**config.mk**
```make
export PLATFORM = sky130hd
export DESIGN_NAME = fetch_seq
export DESIGN_NICKNAME = d
export VERILOG_FILES = /design/src/rtl/cpu_pkg.sv /design/src/rtl/fetch_wdog.sv /design/src/rtl/fetch_seq.sv
export SDC_FILE = /design/constraint.sdc
export NUM_CORES = 1
export LEC_CHECK = 0
export ABC_AREA = 1
export BUFFER_PORTS_ARGS = -buffer_cell sky130_fd_sc_hd__buf_2
export CAP_MARGIN = 20
export CORE_MARGIN = 2
export CORE_UTILIZATION = 27
export DETAILED_ROUTE_END_ITERATION = 6
export GPL_TIMING_DRIVEN = 0
export SLEW_MARGIN = 30
export SYNTH_ARGS = -nofsm -noshare
export SYNTH_HDL_FRONTEND = slang
export SYNTH_SLANG_ARGS = --single-unit
```
**constraint.sdc**
```tcl
create_clock -name clk -period 1.35 [get_ports clk]
set_input_delay 0.2025 -clock clk [delete_from_list [all_inputs] [get_ports clk]]
set_output_delay 0.2025 -clock clk [all_outputs]
set_load 0.02 [all_outputs]
```
**src/rtl/cpu_pkg.sv**
```systemverilog
// Shared definitions for the instruction fetch path: datapath width,
// fetch sequencer state encoding and the fetch watchdog limit.
package cpu_pkg;

  localparam int XLEN   = 16;
  localparam int WDOG_W = 8;

  localparam logic [WDOG_W-1:0] FETCH_TIMEOUT = 8'd255;

  typedef logic [XLEN-1:0] word_t;

  typedef enum logic [1:0] {
    ST_FETCH = 2'd0,
    ST_HOLD  = 2'd1,
    ST_FLUSH = 2'd2,
    ST_HALT  = 2'd3
  } fetch_state_t;

  // States in which a memory read is outstanding and an ack is awaited.
  function automatic logic is_mem_wait(input fetch_state_t s);
    return (s == ST_FETCH) || (s == ST_FLUSH);
  endfunction

endpackage

```
**src/rtl/fetch_wdog.sv**
```systemverilog
// Fetch watchdog: counts consecutive unacknowledged wait cycles and flags
// expiry when the count reaches FETCH_TIMEOUT. Built only with FETCH_SEQ_TIMEOUT_EN.
module fetch_wdog
  import cpu_pkg::*;
(
  input  logic clk,
  input  logic reset,
  input  logic count_en,
  output logic expired
);

  logic [WDOG_W-1:0] cnt_reg;

  // Any cycle that is not an idle wait (ack, redirect, state exit) restarts the count.
  always_ff @(posedge clk) begin
    if (!reset) begin
      cnt_reg <= '0;
    end else if (count_en) begin
      cnt_reg <= cnt_reg + 1'b1;
    end else begin
      cnt_reg <= '0;
    end
  end

  assign expired = count_en && (cnt_reg == FETCH_TIMEOUT);

endmodule

```
**src/rtl/fetch_seq.sv**
```systemverilog
// Instruction fetch sequencer: FETCH/HOLD/FLUSH/HALT control of PC and memory
// reads. Optional fetch timeout watchdog enabled by FETCH_SEQ_TIMEOUT_EN.
module fetch_seq
  import cpu_pkg::*;
(
  input  logic            clk,
  input  logic            reset,
  input  logic [XLEN-1:0] pc,
  output logic            pc_ld,
  output logic            pc_inc,
  output logic [XLEN-1:0] pc_target,
  output logic            mem_rd,
  output logic [XLEN-1:0] mem_addr,
  input  logic            mem_ack,
  input  logic [XLEN-1:0] mem_data,
  output logic [XLEN-1:0] ir,
  output logic            ir_valid,
  input  logic            ir_ready,
  input  logic            redirect,
  input  logic [XLEN-1:0] redirect_addr,
  input  logic            halt,
  output logic            fetch_err
);

  fetch_state_t    state_reg;
  logic [XLEN-1:0] ir_reg;
  logic            ir_valid_reg;
  logic            in_wait;
  logic            fetch_done;
  logic            wdog_expired;

  assign in_wait    = is_mem_wait(state_reg);
  assign fetch_done = (state_reg == ST_FETCH) && mem_ack && !redirect;

  // Control strobes are forced low while reset is held.
  assign mem_rd    = reset && in_wait;
  assign mem_addr  = pc;
  assign pc_ld     = reset && redirect;
  assign pc_inc    = reset && fetch_done;
  assign pc_target = redirect_addr;

  assign ir       = ir_reg;
  assign ir_valid = ir_valid_reg;

`ifdef FETCH_SEQ_TIMEOUT_EN
  logic wdog_count_en;
  logic fetch_err_reg;

  assign wdog_count_en = reset && in_wait && !mem_ack && !redirect;

  fetch_wdog u_wdog (
    .clk      (clk),
    .reset    (reset),
    .count_en (wdog_count_en),
    .expired  (wdog_expired)
  );

  always_ff @(posedge clk) begin
    if (!reset) begin
      fetch_err_reg <= 1'b0;
    end else if (wdog_expired) begin
      fetch_err_reg <= 1'b1;
    end
  end

  assign fetch_err = fetch_err_reg;
`else
  assign wdog_expired = 1'b0;
  assign fetch_err    = 1'b0;
`endif

  always_ff @(posedge clk) begin
    if (!reset) begin
      state_reg    <= ST_FETCH;
      ir_reg       <= '0;
      ir_valid_reg <= 1'b0;
    end else begin
      case (state_reg)
        ST_FETCH: begin
          // A redirect racing the ack drops the word and refetches at the new PC.
          if (redirect) begin
            state_reg <= mem_ack ? ST_FETCH : ST_FLUSH;
          end else if (mem_ack) begin
            ir_reg       <= mem_data;
            ir_valid_reg <= 1'b1;
            state_reg    <= ST_HOLD;
          end else if (wdog_expired) begin
            state_reg <= ST_HALT;
          end
        end
        ST_FLUSH: begin
          if (mem_ack) begin
            state_reg <= ST_FETCH;
          end else if (wdog_expired) begin
            state_reg <= ST_HALT;
          end
        end
        ST_HOLD: begin
          if (redirect) begin
            ir_valid_reg <= 1'b0;
            state_reg    <= ST_FETCH;
          end else if (ir_ready) begin
            ir_valid_reg <= 1'b0;
            state_reg    <= halt ? ST_HALT : ST_FETCH;
          end
        end
        ST_HALT: begin
          if (redirect) begin
            state_reg <= ST_FETCH;
          end
        end
        default: begin
          ir_valid_reg <= 1'b0;
          state_reg    <= ST_FETCH;
        end
      endcase
    end
  end

endmodule

```
==> results.sh <==
export IMPL_syn_to_final_growth_pct=46.9
export IMPL_drive_above_1_share_pct=54.9
export IMPL_largest_reg_flops=16
export IMPL_critPathKind="flop to primary output"
export IMPL_arrival_ns=1.07
export IMPL_clock_fmax_mhz=788
export IMPL_grt_antenna_before_repair=0
export IMPL_cts_tree="yes"
export IMPL_grt_pass1_vias=863
export IMPL_drv_slew=0
export IMPL_slew_headroom_pct=66.3
export IMPL_tns_ns=0
export IMPL_power_density_nw_per_um2=947
export IMPL_synth_area_leaders="dfxtp_1, buf_4, nand2_1"
export IMPL_synth_nets=197
export IMPL_nFillCells=397
export IMPL_grt_pass1_wl_um=3800
export IMPL_synth_top_area_share_pct=35.2
export IMPL_drtIter0Drc=37
export IMPL_clk_latency_ns=0.25
export IMPL_grt_start_max_net_pins=12
export IMPL_multiInputGateArea_um2=373
export IMPL_diodes=0
export IMPL_final_nets=279
export IMPL_rows=22
export IMPL_reg2reg_from="state_reg[0]"
export IMPL_dpl_hpwl_um=2000
export IMPL_drtAntennaViolNets=0
export IMPL_wirelength_um=2600
export IMPL_syn_area_um2=1080
export IMPL_initial_utilization_pct=28.8
export IMPL_core_area_um2=3740
export IMPL_stdcell_area_um2=1590
export IMPL_critPathCaptureType="primary output"
export IMPL_dp_cells=263
export IMPL_worst_pin_slew_ns=0.506
export IMPL_yosys_warnings=0
export IMPL_finalCritPeriodShare_pct=94.0
export IMPL_vias=1093
export IMPL_startpoint_type="flop"
export IMPL_min_path_type="input pin to flop"
export IMPL_die_h_um=67.2
export IMPL_pin_count=107
export IMPL_yosysUniqueCellTypes=15
export IMPL_finalSetupViolCount=0
export IMPL_clkSinkCount=19
export IMPL_grt_total_usage_pct=11.1
export IMPL_hold_viol_final=0
export IMPL_status="finished, final reports clean"
export IMPL_grt_overflow=0
export IMPL_fin_skew_ns=0.00472
export IMPL_h_tree_depth=1
export IMPL_seq_area_um2=384
export IMPL_io_buffer_count=72
export IMPL_critical_path_max_fanout=6
export IMPL_synth_top_area_cell="dfxtp_1"
export IMPL_die_area_um2=4520
export IMPL_layout_min_cycle_time_ns=1.27
export IMPL_fp_dieW_um=67.2
export IMPL_power_leakage_nw=0.867
export IMPL_startpoint="state_reg[0]"
export IMPL_ys_ff_latch=19
export IMPL_maxCapViolCount=0
export IMPL_crit_required_ns=1.15
export IMPL_cts_inserted_buffers=3
export IMPL_wire_per_inst_um=9.56
export IMPL_synth_cells=143
export IMPL_gp_congestion=0.741
export IMPL_yosysSeqAreaShare_pct=35.2
export IMPL_viasPerCell=4.02
export IMPL_fin_util_pct=42.4
export IMPL_clockBufferDepth=2
export IMPL_cts_clk_slew_worst_paths_ns=0.07
export IMPL_ir_drop_mv=0.717
export IMPL_dr_pass1_iters=4
export IMPL_cts_hold_buf=0
export IMPL_hp_start="reset"
export IMPL_syn_avg_cell_area_um2=7.55
export IMPL_drc_errors=0
export IMPL_placed_area_um2=1500
export IMPL_fin_cells=272
export IMPL_cts_root_buf="clkbuf_8"
-- final cells by class --
cell class | count | share of cell area [%]
buffer | 38 | 18.2
multi-input combinational | 78 | 23.5
clock inverter | 1 | 0.315
timing repair buffer | 78 | 25.7
clock buffer | 3 | 2.60
sequential | 19 | 24.2
tap | 48 | 3.79
inverter | 7 | 1.66
-- path summary, 6_finish.rpt --
path / end / slack [ns] / cells after the start
setup / recovery: pc_inc / 0.08 / 4
setup reg to reg: ir[12] / 0.25 / 5
hold / removal: state_reg[1] / 0.19 / 3
hold reg to reg: ir[5] / 0.46 / 2
-- logic make-up (layout without fill, tap and decap cells) --
| group | Yosys count | after routing | share of synthesized area (%) |
|---|---|---|---|
| other | 1 | 1 | 0.347 |
| AO/OA/AOI/OAI | 19 | 19 | 9.15 |
| AND/OR/NAND/NOR | 58 | 58 | 25.0 |
| buffers and inverters | 46 | 127 | 30.2 |
| flip-flops | 19 | 19 | 35.2 |
-- per-stage QoR --
step / hold slack, ns / worst slack, ns / power (mW)
6_report: 0.190 / 0.0804 / 1.50
5_1_grt: 0.196 / -0.000167 / 1.60
4_1_cts: 0.178 / 0.0160 / 1.52
3_5_place_dp: 0.452 / -0.0167 / 1.11
3_3_place_gp: 0.444 / -0.0278 / 1.10
2_1_floorplan: 0.323 / 0.0641 / 0.967
-- repair_timing --
action,4_1_cts,5_1_grt
pin swaps,2,0
gates resized for setup,3,0
setup buffers,3,3
hold endpoints to repair,0,0
setup endpoints to repair,1,1
-- power breakdown --
part	leakage (nW)	switching [mW]	internal (mW)	total, mW
registers	0.156	0.0209	0.596	0.617
clock network	0.0255	0.186	0.205	0.390
logic	0.685	0.274	0.221	0.495
-- layout by cell type (no fill, tap or decap), drive strengths merged --
cell | synthesis | layout
a21oi | 18 | 18
buf | 37 | 114
clkbuf | 2 | 5
clkinv | 0 | 1
conb | 1 | 1
dfxtp | 19 | 19
inv | 7 | 7
nand2 | 31 | 31
nand3 | 17 | 17
nor2 | 10 | 10
o21ai | 1 | 1
-- metal layers --
metal / up-vias / track usage (%) / wire length (µm)
li1: 583 / - / -
met1: 454 / 15.4 / 1120
met2: 56 / 17.1 / 1180
met3: 0 / 3.50 / 298
met4: 0 / 1.53 / 0
met5: - / 0 / 0
-- cells in the mapped netlist --
| master | n |
|---|---|
| buf_4 | 33 |
| nand2_1 | 30 |
| dfxtp_1 | 19 |
| a21oi_1 | 17 |
| nand3_1 | 17 |
| nor2_1 | 8 |
| inv_1 | 7 |
| buf_6 | 4 |
| clkbuf_1 | 2 |
| a21oi_2 | 1 |
| conb_1 | 1 |
| nand2_4 | 1 |
| nor2_4 | 1 |
| nor2_8 | 1 |
| o21ai_0 | 1 |
-- worst max-delay path, stage by stage (launching register included) --
cell	delay [ns]
dfxtp_4	0.35
nor2_4	0.13
nand2_4	0.09
nor2_1	0.10
buf_4	0.15
Note: power is estimated with default switching activity, not from simulation.
